**config.mk**
```make
export PLATFORM = sky130hd
export DESIGN_NAME = load_store_unit
export DESIGN_NICKNAME = d
export VERILOG_FILES = /design/src/rtl/load_store_unit.sv
export SDC_FILE = /design/constraint.sdc
export NUM_CORES = 1
export LEC_CHECK = 0
export CORE_MARGIN = 3
export CORE_UTILIZATION = 40
export DETAILED_ROUTE_END_ITERATION = 16
export PLACE_DENSITY = 0.79
export SETUP_SLACK_MARGIN = 0.15
export SYNTH_ARGS = -nofsm -noshare
export SYNTH_HDL_FRONTEND = slang
export SYNTH_SLANG_ARGS = --single-unit
```
**constraint.sdc**
```tcl
create_clock -name clk -period 3.19 [get_ports clk]
set_clock_uncertainty 0.15 [all_clocks]
set_input_delay 0.638 -clock clk [delete_from_list [all_inputs] [get_ports clk]]
set_output_delay 0.638 -clock clk [all_outputs]
set_load 0.05 [all_outputs]
```
**src/rtl/load_store_unit.sv**
```systemverilog
// load_store_unit: initiator side of the data-memory interface.
// Takes one load/store at a time and drives a word-addressed, byte-enabled
// memory (synchronous write, 1-cycle read latency). Generates byte enables
// and lane-shifted write data, and aligns/extends the read data.
// Optional macro MISALIGN_SPLIT_EN: when defined, accesses that straddle a
// word boundary are split into two word accesses. When undefined they are
// rejected with resp_err.
module load_store_unit #(
    parameter int ADDR_WIDTH = 5
) (
    input  logic                  clk,
    input  logic                  rst,
    input  logic                  req_valid,
    input  logic                  req_we,
    input  logic [31:0]           req_addr,
    input  logic [31:0]           req_wdata,
    input  logic [2:0]            req_funct3,
    output logic                  req_ready,
    output logic                  resp_valid,
    output logic [31:0]           resp_rdata,
    output logic                  resp_err,
    output logic [ADDR_WIDTH-1:0] mem_addr,
    output logic                  mem_re,
    output logic                  mem_we,
    output logic [3:0]            mem_be,
    output logic [31:0]           mem_wdata,
    input  logic [31:0]           mem_rdata
);

    typedef enum logic [2:0] {S_IDLE, S_ACC0, S_ACC1, S_WAIT, S_RESP} state_t;

    state_t r_state;

    // Latched request fields
    logic                  r_we;
    logic [1:0]            r_off;
    logic [2:0]            r_f3;
`ifdef MISALIGN_SPLIT_EN
    logic [ADDR_WIDTH-1:0] r_w;
    logic [31:0]           r_wdata;
    logic                  r_split;
    logic [31:0]           r_lo;
`endif

    // Registered outputs
    logic                  r_req_ready;
    logic                  r_resp_valid;
    logic [31:0]           r_resp_rdata;
    logic                  r_resp_err;
    logic [ADDR_WIDTH-1:0] r_mem_addr;
    logic                  r_mem_re;
    logic                  r_mem_we;
    logic [3:0]            r_mem_be;
    logic [31:0]           r_mem_wdata;

    function automatic logic [3:0] size_mask(input logic [1:0] sz);
        case (sz)
            2'b00:   return 4'b0001;
            2'b01:   return 4'b0011;
            default: return 4'b1111;
        endcase
    endfunction

    function automatic logic [2:0] size_bytes(input logic [1:0] sz);
        case (sz)
            2'b00:   return 3'd1;
            2'b01:   return 3'd2;
            default: return 3'd4;
        endcase
    endfunction

    // Decode of the incoming request (used in the accept cycle only)
    logic [1:0]            w_off;
    logic [ADDR_WIDTH-1:0] w_word;
    logic                  w_unused_addr;
    logic [2:0]            w_size;
    logic                  w_straddle;
    logic                  w_bad_f3;
    logic                  w_illegal;
    logic [3:0]            w_be_lo;
    logic [31:0]           w_wdata_lo;

    assign w_off         = req_addr[1:0];
    assign w_word        = req_addr[ADDR_WIDTH+1:2];
    // Byte-address bits above the memory are deliberately ignored
    assign w_unused_addr = &{1'b0, req_addr[31:ADDR_WIDTH+2]};
    assign w_size        = size_bytes(req_funct3[1:0]);
    assign w_straddle    = ({1'b0, w_off} + w_size) > 3'd4;
    assign w_bad_f3      = (req_funct3 == 3'b011) || (req_funct3[2:1] == 2'b11);
    assign w_be_lo       = size_mask(req_funct3[1:0]) << w_off;
    assign w_wdata_lo    = req_wdata << {w_off, 3'b000};
`ifdef MISALIGN_SPLIT_EN
    assign w_illegal     = w_bad_f3 || (req_we && req_funct3[2]);
`else
    assign w_illegal     = w_bad_f3 || (req_we && req_funct3[2]) || w_straddle;
`endif

    // Second-word store lanes and load-data alignment
    logic [31:0] w_rd_word;
    logic [31:0] w_rd_ext;
`ifdef MISALIGN_SPLIT_EN
    logic [2:0]  w_hi_sh;
    logic [3:0]  w_be_hi;
    logic [31:0] w_wdata_hi;
    logic [63:0] w_rd_pair;

    // Bytes that spill past lane 3 land in the low lanes of word w+1
    assign w_hi_sh    = 3'd4 - {1'b0, r_off};
    assign w_be_hi    = size_mask(r_f3[1:0]) >> w_hi_sh;
    assign w_wdata_hi = r_wdata >> {w_hi_sh, 3'b000};
    assign w_rd_pair  = r_split ? {mem_rdata, r_lo} : {32'b0, mem_rdata};
    assign w_rd_word  = 32'(w_rd_pair >> {r_off, 3'b000});
`else
    assign w_rd_word  = mem_rdata >> {r_off, 3'b000};
`endif

    // Sign- or zero-extend the aligned load data according to funct3
    always_comb begin
        w_rd_ext = w_rd_word;
        case (r_f3)
            3'b000:  w_rd_ext = {{24{w_rd_word[7]}}, w_rd_word[7:0]};
            3'b001:  w_rd_ext = {{16{w_rd_word[15]}}, w_rd_word[15:0]};
            3'b100:  w_rd_ext = {24'b0, w_rd_word[7:0]};
            3'b101:  w_rd_ext = {16'b0, w_rd_word[15:0]};
            default: ;
        endcase
    end

    // Request FSM; all outputs registered, strobes default low each cycle
    always_ff @(posedge clk) begin
        if (rst) begin
            r_state      <= S_IDLE;
            r_we         <= 1'b0;
            r_off        <= 2'b00;
            r_f3         <= 3'b000;
`ifdef MISALIGN_SPLIT_EN
            r_w          <= '0;
            r_wdata      <= '0;
            r_split      <= 1'b0;
            r_lo         <= '0;
`endif
            r_req_ready  <= 1'b1;
            r_resp_valid <= 1'b0;
            r_resp_rdata <= '0;
            r_resp_err   <= 1'b0;
            r_mem_addr   <= '0;
            r_mem_re     <= 1'b0;
            r_mem_we     <= 1'b0;
            r_mem_be     <= '0;
            r_mem_wdata  <= '0;
        end else begin
            r_resp_valid <= 1'b0;
            r_resp_rdata <= '0;
            r_resp_err   <= 1'b0;
            r_mem_addr   <= '0;
            r_mem_re     <= 1'b0;
            r_mem_we     <= 1'b0;
            r_mem_be     <= '0;
            r_mem_wdata  <= '0;
            case (r_state)
                S_IDLE: begin
                    if (req_valid) begin
                        r_we        <= req_we;
                        r_off       <= w_off;
                        r_f3        <= req_funct3;
`ifdef MISALIGN_SPLIT_EN
                        r_w         <= w_word;
                        r_wdata     <= req_wdata;
                        r_split     <= w_straddle;
`endif
                        r_req_ready <= 1'b0;
                        if (w_illegal) begin
                            r_state      <= S_RESP;
                            r_resp_valid <= 1'b1;
                            r_resp_err   <= 1'b1;
                        end else begin
                            r_state     <= S_ACC0;
                            r_mem_addr  <= w_word;
                            r_mem_we    <= req_we;
                            r_mem_re    <= !req_we;
                            r_mem_be    <= req_we ? w_be_lo : 4'b0000;
                            r_mem_wdata <= req_we ? w_wdata_lo : 32'b0;
                        end
                    end
                end
                S_ACC0: begin
`ifdef MISALIGN_SPLIT_EN
                    if (r_split) begin
                        r_state     <= S_ACC1;
                        r_mem_addr  <= r_w + ADDR_WIDTH'(1);
                        r_mem_we    <= r_we;
                        r_mem_re    <= !r_we;
                        r_mem_be    <= r_we ? w_be_hi : 4'b0000;
                        r_mem_wdata <= r_we ? w_wdata_hi : 32'b0;
                    end else
`endif
                    if (r_we) begin
                        r_state      <= S_RESP;
                        r_resp_valid <= 1'b1;
                    end else begin
                        r_state <= S_WAIT;
                    end
                end
`ifdef MISALIGN_SPLIT_EN
                S_ACC1: begin
                    if (r_we) begin
                        r_state      <= S_RESP;
                        r_resp_valid <= 1'b1;
                    end else begin
                        r_lo    <= mem_rdata;
                        r_state <= S_WAIT;
                    end
                end
`endif
                S_WAIT: begin
                    r_state      <= S_RESP;
                    r_resp_valid <= 1'b1;
                    r_resp_rdata <= w_rd_ext;
                end
                S_RESP: begin
                    r_state     <= S_IDLE;
                    r_req_ready <= 1'b1;
                end
                default: begin
                    r_state     <= S_IDLE;
                    r_req_ready <= 1'b1;
                end
            endcase
        end
    end

    assign req_ready  = r_req_ready;
    assign resp_valid = r_resp_valid;
    assign resp_rdata = r_resp_rdata;
    assign resp_err   = r_resp_err;
    assign mem_addr   = r_mem_addr;
    assign mem_re     = r_mem_re;
    assign mem_we     = r_mem_we;
    assign mem_be     = r_mem_be;
    assign mem_wdata  = r_mem_wdata;

endmodule

```
After elaboration in Yosys (flattened, before gate mapping):

Cells that the tools add are included.

* bitwise logic cells: 5
* $add $sub $neg: 1
* multiplexer cells: 13
* order comparisons: 1
* eq/ne operators: 9
* shifts and indexed selects: 3
* reduce and logical (&&, ||, !) cells: 15

Operator list (count)
* 32-bit one-hot mux with 4 select lines: 1
* 32-bit by 5-bit << shifter with 32-bit output: 1
* 32-bit by 5-bit >> shifter with 32-bit output: 1
* 3-bit 2-to-1 mux: 3
* 3-bit one-hot mux with 3 select lines: 1
* 4-bit one-hot mux with 2 select lines: 1
* 3-bit by 1-bit == test with 1-bit output (second input constant): 2
* 3-bit by 2-bit == test with 1-bit output (second input constant): 2
* 3-bit == test (second input constant): 2
* 3-bit logical NOT: 2
* 3-bit one-hot mux with 2 select lines: 1
* 2-bit OR reduction: 3
* 1-bit inverter: 5
* 5-bit OR reduction: 1
* 1-bit 2-to-1 mux: 4
* 2-bit AND reduction: 2
* 4-bit OR reduction: 1
* 4-bit by 2-bit << shifter with 4-bit output: 1
* 2-bit by 3-bit adder with 3-bit output: 1
* 3-bit > comparator (second input constant): 1
* 1-bit logical OR: 3
* 1-bit one-hot mux with 3 select lines: 1
* 2-bit by 1-bit == test with 1-bit output (second input constant): 1
* 2-bit == test (second input constant): 1
* other kinds (5): 5

* logic and storage cells: 60
* output and inout bits: 78
* bits in registers: 87
* input bits: 103

Logic depth before layout (Yosys ltp):

Gate-level depths: netlist of the first run.

* word-level depth: 8
* mapped depth: 10

Least setup slack after synthesis of the first run:

Ideal clock, no wire load.

* kind: input to register
* start point: input req_funct3[1]
* end point: register r_mem_wdata[31], in the netlist mem_wdata[31]
* stages: 10
* setup time: 0.138 ns
* slack: 0.613 ns
* data arrival time: 2.290 ns
* cell sequence: clkbuf_1 > nor2_1 > ha_1 > inv_1 > fa_1 > xnor2_1 > nand2_1 > nand3_1 > clkbuf_1 > a211oi_1

* longest elaborated chain between the ends: 6

RTL lines
* start, declared: RTL line 17 `input logic [2:0] req_funct3,`
* 2-bit by 1-bit == test with 1-bit output / 2-bit logical NOT (equally long branches): RTL line 65 `case (sz)`
* 3-bit one-hot mux with 2 select lines: RTL line 65
* 2-bit by 3-bit adder with 3-bit output: RTL line 88 `assign w_straddle = ({1'b0, w_off} + w_size) > 3'd4;`
* 3-bit > comparator: RTL line 88
* 1-bit logical OR *: RTL line 95 `assign w_illegal = w_bad_f3 || (req_we && req_funct3[2]) || w_straddle;`
* 5-bit OR reduction (no source line) *
* end signal, assigned: RTL line 182 `r_mem_wdata <= req_we ? w_wdata_lo : 32'b0;`
* end, declared: RTL line 54 `logic [31:0] r_mem_wdata;`

Every way passes the cells marked *; elsewhere a longest branch is shown, timed or not.
A chain may end at the register's enable or synchronous reset.

Final worst setup path of the first run:

* start point: input req_funct3[0]
* end point: register r_mem_addr[3], in the netlist mem_addr[3]

* longest elaborated chain between the ends: 6

RTL lines
* 2-bit by 1-bit == test with 1-bit output / 2-bit logical NOT (equally long branches): RTL line 65
* 3-bit one-hot mux with 2 select lines: RTL line 65
* 2-bit by 3-bit adder with 3-bit output: RTL line 88
* 3-bit > comparator: RTL line 88
* 1-bit logical OR *: RTL line 95
* 4-bit OR reduction (no source line) *
* end signal, assigned: RTL line 178 `r_mem_addr <= w_word;`
* end, declared: RTL line 50 `logic [ADDR_WIDTH-1:0] r_mem_addr;`

Marked as above.

==> results of run 1 <==
==> routing by layer <==
| layer | track usage, % | part of all wire (%) | routed length (um) |
|---|---|---|---|
| met5 | 0 | 0 | 0 |
| met4 | 8.72 | 3.3 | 332 |
| met3 | 4.77 | 5.6 | 563 |
| met2 | 33.5 | 49 | 4850 |
| met1 | 25.1 | 42 | 4250 |
==> kinds of logic (layout without fill, tap and decap cells) <==
logic type,count (synthesis),count (layout),synth area share (%)
AOI/OAI and AO/OA,75,75,16.6
xor gates and xnor gates,1,1,0.250
adders and majority gates,3,3,1.29
buffers and inverters,29,184,3.61
DFF,87,87,49.8
muxes,38,38,11.2
and+or+nand+nor,113,113,17.3
==> synth_stat cells, types with 2 or more instances <==
cell	number	area share (%)
buf_1	5	0.54
inv_1	5	0.54
a21o_1	9	1.9
nand2_1	3	0.32
nor2b_1	19	3.4
nor4_1	2	0.36
nor3_2	2	0.57
a21oi_1	9	1.3
a211oi_1	40	8.6
nor3b_1	8	1.7
buf_6	2	0.64
nor2_1	57	6.1
dfxtp_1	87	50
mux2i_1	37	11
and2_1	7	1.3
clkbuf_1	15	1.6
nand2b_1	7	1.3
ha_1	2	0.72
o21a_1	2	0.43
o21ai_2	8	2.0
==> metrics by stage <==
step	utilization, %	hold slack [ps]	total power, mW	area [um^2]	setup slack [ps]
6_report	64.4	329	2.31	5370	511
2_1_floorplan	-	287	1.37	3500	613
3_3_place_gp	62.0	302	1.53	5170	244
4_1_cts	64.4	324	2.33	5370	524
3_5_place_dp	62.0	309	1.53	5170	165
5_1_grt	64.4	353	2.41	5370	356
==> how the worst min path moves through the flow <==
stage | from | to | slack [ps]
floorplan | r_we | r_state[1] | 290
global placement | r_we | r_state[1] | 300
detailed placement | r_we | r_state[1] | 310
CTS | r_we | r_state[1] | 320
global route | req_ready | req_ready | 350
finish | r_we | r_state[1] | 330
==> power groups by stage <==
stage	Combinational, mW	Clock, mW	Sequential (mW)
final	0.388	0.797	1.12
after detailed placement	0.383	0	1.15
after global placement	0.376	0	1.15
after global routing	0.419	0.860	1.13
after floorplan	0.185	0	1.18
after CTS	0.387	0.814	1.12
==> flip-flops by register name (all words and copies together) (netlist names) <==
name	flops
r_state	3
req_ready	1
mem_re	1
mem_be	4
mem_addr	5
mem_wdata	32
r_f3	3
resp_err	1
mem_we	1
r_off	2
resp_valid	1
resp_rdata	32
r_we	1
==> cell type report <==
type	count	area [um^2]
Sequential cell	87	1740
Tap cell	105	131
Timing Repair Buffer	165	1650
Clock inverter	4	72.6
Inverter	5	18.8
Multi-Input combinational cell	230	1630
Fill cell	658	2970
Clock buffer	10	128
==> critical path, delay by kind of cell <==
| kind | cells | cell delay, ps |
|---|---|---|
| AND/OR/NAND/NOR | 5 | 970 |
| adder cells (fa/ha/maj) | 2 | 660 |
| buffers and inverters | 2 | 520 |
==> impl_metrics.ini, run 1 <==
[routing]
ant_nets = 0
via_per_inst = 5.11
wl_um = 10000
drtIter0Drc = 146
vias = 3098
routedWlPerCell_um = 16.5
dr.pass1.iters = 5
drc = 0

[power]
intPower_mw = 1.73
p_sw_mw = 0.582
comb_power_share_pct = 16.8
switching_share_pct = 25.2
p_leak_nw = 2.10
powerDensity_mw_per_mm2 = 430
worst_ir_drop_vdd_mv = 0.231
p_seq_share_pct = 48.7
clock_power_share_pct = 34.5

[critical_path]
critPathLaunch = req_funct3[0]
crit_required_ps = 3320
r2r-start = r_state[1]
critical_path.endpoint = mem_addr[3]
r2r_cells = 4
crit_arrival_ps = 2810
worst_path_max_delay_cell = fa_1
path_max_fanout = 6
crit_type = in -> reg
r2r_end = resp_rdata[28]
r2r_slack_ps = 1220
worst_path_most_repeated_cell = and2_1
end_kind = flop
critPathMaxStageDelay_ps = 480
crit_chain = clkdlybuf4s50_1 > nor2_1 > ha_1 > inv_1 > fa_1 > nand2_1 > and2_1 > nor3_2 > and2_1
worst_setup_path_start_kind = input port

[global_routing]
grt.total_usage_pct = 20.2
antenna_found_initial = 0
grt_pass1_wl_um = 15700
grt_max_degree = 46
grt_overflow_total = 0
grt_pass1_vias = 3023

[floorplanning]
start_util_pct = 41.9
die_h_um = 99.5
die_w_um = 99.5
rows = 33
die_area_mm2 = 0.00990
io_pins = 181
core_mm2 = 0.00834

[yosys]
synth-seq-cells = 87
synth_area_per_cell_um2 = 10.1
ys_seq_area_share_pct = 49.8
synth_cells = 346
synth-warning-count = 0
synth_nets = 452
synth_cell_types = 40
synth_ff_type = dfxtp_1
synthArstFlopShare_pct = 0
netlist_area_mm2 = 0.00350
synth_edf_count = 0

[timing]
fmax_ghz = 0.373
slew_headroom_pct = 53.2
setup_viol = 0
slew_violations = 0
rsz0062_at_grt = no
hold_viol_final = 0
finalCritPeriodShare_pct = 84.0
max_slew.worst_pin.slew_ps = 698
layout_min_cycle_time_ps = 2680
fin_setup_tns_ps = 0

[layout]
final_common_cell = clkdlybuf4s50_1
final_cell_mix = clkdlybuf4s50_1, dfxtp_1, nor2_1, a211oi_1, mux2i_1
antenna_cells = 0
drive_gt1_share_pct = 7.98
area_growth_pct = 53.5
fin_cells = 606
nets = 604

[place]
io_buffers = 155
dp.cells = 592
dp_hpwl_um = 7730
gp_congestion = 0.845

[clocking]
cts_sinks = 87
clkTransAtPathRegs_ps = 80
tritoncts = built
cts_htree_levels = 3
holdBufCountCts = 0
cts_root_buffer = clkbuf_8
post_cts_buffers = 0
cts_resized = 0
numCtsBuffers = 9
clockBufferDepth = 2
clk_latency_ps = 340

[min_path]
whs_path_depth = 1
hold_class = reg -> reg

[flow_run]
cap_violations = 0

[status]
status = completed
Note: power is estimated with default switching activity, not from simulation.
==> run 2, diff against run 1 <==
Settings changed: CORE_UTILIZATION 40 to 36, PLACE_DENSITY 0.79 to 0.75.
Clock period 3.19 ns to 2.3 ns, I/O delays scaled along.
==> impl_metrics.ini, run 2 (synthesis results as in run 1) <==
[timing]
layout_min_cycle_time_ps = 2110
fin_setup_tns_ps = 0
rsz0062_at_grt = no
slew_headroom_pct = 60.6
slew_violations = 0
fin_ws_ps = 187
fmax_ghz = 0.473
finalCritPeriodShare_pct = 91.9
max_slew.worst_pin.slew_ps = 589
setup_viol = 0
hold_viol_final = 0

[place]
post-place-ws_ps = -428
io_buffers = 155
gp_congestion = 0.793
dp_hpwl_um = 8000

[global_routing]
grt_pass1_wl_um = 16400
grt_overflow_total = 0
grt.total_usage_pct = 18.9
grt_pass1_vias = 3085
antenna_found_initial = 0
grt_max_degree = 45

[critical_path]
end_kind = output pin
crit_arrival_ps = 1500
critPathLaunch = resp_rdata[8]
r2r_cells = 6
critPathMaxStageDelay_ps = 810
cp_num_cells = 1
r2r-start = r_state[0]
path_buf_inv = 1
path_max_fanout = 1
critical-path-top-delay-family = buffers and inverters
crit_type = reg -> out
r2r_end = mem_wdata[7]
r2r_slack_ps = 490
crit_required_ps = 1690
worst_path_max_delay_cell = clkdlybuf4s50_1
critical_path.endpoint = resp_rdata[8]
crit_chain = clkdlybuf4s50_1
worst_setup_path_start_kind = flop

[floorplanning]
core_mm2 = 0.00933
start_util_pct = 37.5
die_area_mm2 = 0.0109
die_h_um = 105
rows = 35
io_pins = 181
die_w_um = 105

[clocking]
clk_latency_ps = 350
tritoncts = built
holdBufCountCts = 0
cts_htree_levels = 3
clockBufferDepth = 2
clkTransAtPathRegs_ps = 80
cts_root_buffer = clkbuf_8
numCtsBuffers = 9
cts_sinks = 87

[min_path]
hold_class = in -> reg
min_from = req_funct3[0]

[layout]
nets = 618
final_cell_mix = clkdlybuf4s50_1, dfxtp_1, nor2_1, a211oi_1, mux2i_1
final_common_cell = clkdlybuf4s50_1
area_growth_pct = 60.3
fillCellCount = 818
drive_gt1_share_pct = 13.7
antenna_cells = 0

[power]
worst_ir_drop_vdd_mv = 0.384
p_leak_nw = 2.24
powerDensity_mw_per_mm2 = 574

[routing]
drc = 0
vias = 3152
drtIter0Drc = 128
via_per_inst = 4.88
wl_um = 10500
routedWlPerCell_um = 16.3
ant_nets = 0
dr.pass1.iters = 4

[status]
status = completed

[flow_run]
cap_violations = 0
## run 2: through the flow
stage	hold WS, ps	util [%]	power (mW)	cell area [um^2]	instances
floorplan	287	-	1.90	3540	346
global placement	306	56.8	2.14	5290	627
detailed placement	309	56.8	2.15	5290	627
CTS	322	59.0	3.24	5510	643
global route	311	60.1	3.37	5610	646
finish	285	60.1	3.22	5610	646
## run 2: repair_timing
| item | 4_1_cts | 5_1_grt |
|---|---|---|
| setup endpoints to repair | 45 | 30 |
| gates resized for setup | 3 | 18 |
| pin swaps | 0 | 1 |
| cloned | 0 | 2 |
| setup buffers | 0 | 1 |
## run 2: layout make-up
cell class                 count  area [um^2]  share of cell area (%)
timing repair buffer         179         1790                    31.9
clock buffer                  11          151                    2.70
tap                          129          161                    2.88
sequential                    87         1740                    31.1
clock inverter                 5         56.3                    1.00
inverter                       5         18.8                   0.335
multi-input combinational    230         1690                    30.2
## run 2: power breakdown
group,leakage [nW],switching (mW),internal [mW],total [mW]
combinational,1.43,0.287,0.281,0.569
clock,0.105,0.534,0.560,1.09
sequential,0.703,0.0243,1.53,1.56
total,2.24,0.846,2.37,3.22
## run 2: routing by layer
metal	track usage (%)	share of wire [%]	vias up
met5	0	0	-
met4	8.06	2.6	0
met3	3.64	4.2	21
met2	31.9	51	96
met1	23.6	42	1487
li1	-	-	1548
## run 2: how the worst min path moves through the flow
stage | to | slack [ps] | cells after the start
after floorplan | r_state[1] | 290 | 1
after global placement | r_state[1] | 310 | 1
after detailed placement | r_state[1] | 310 | 1
after CTS | r_state[1] | 320 | 1
after global routing | mem_be[2] | 310 | 3
final | mem_be[2] | 280 | 3
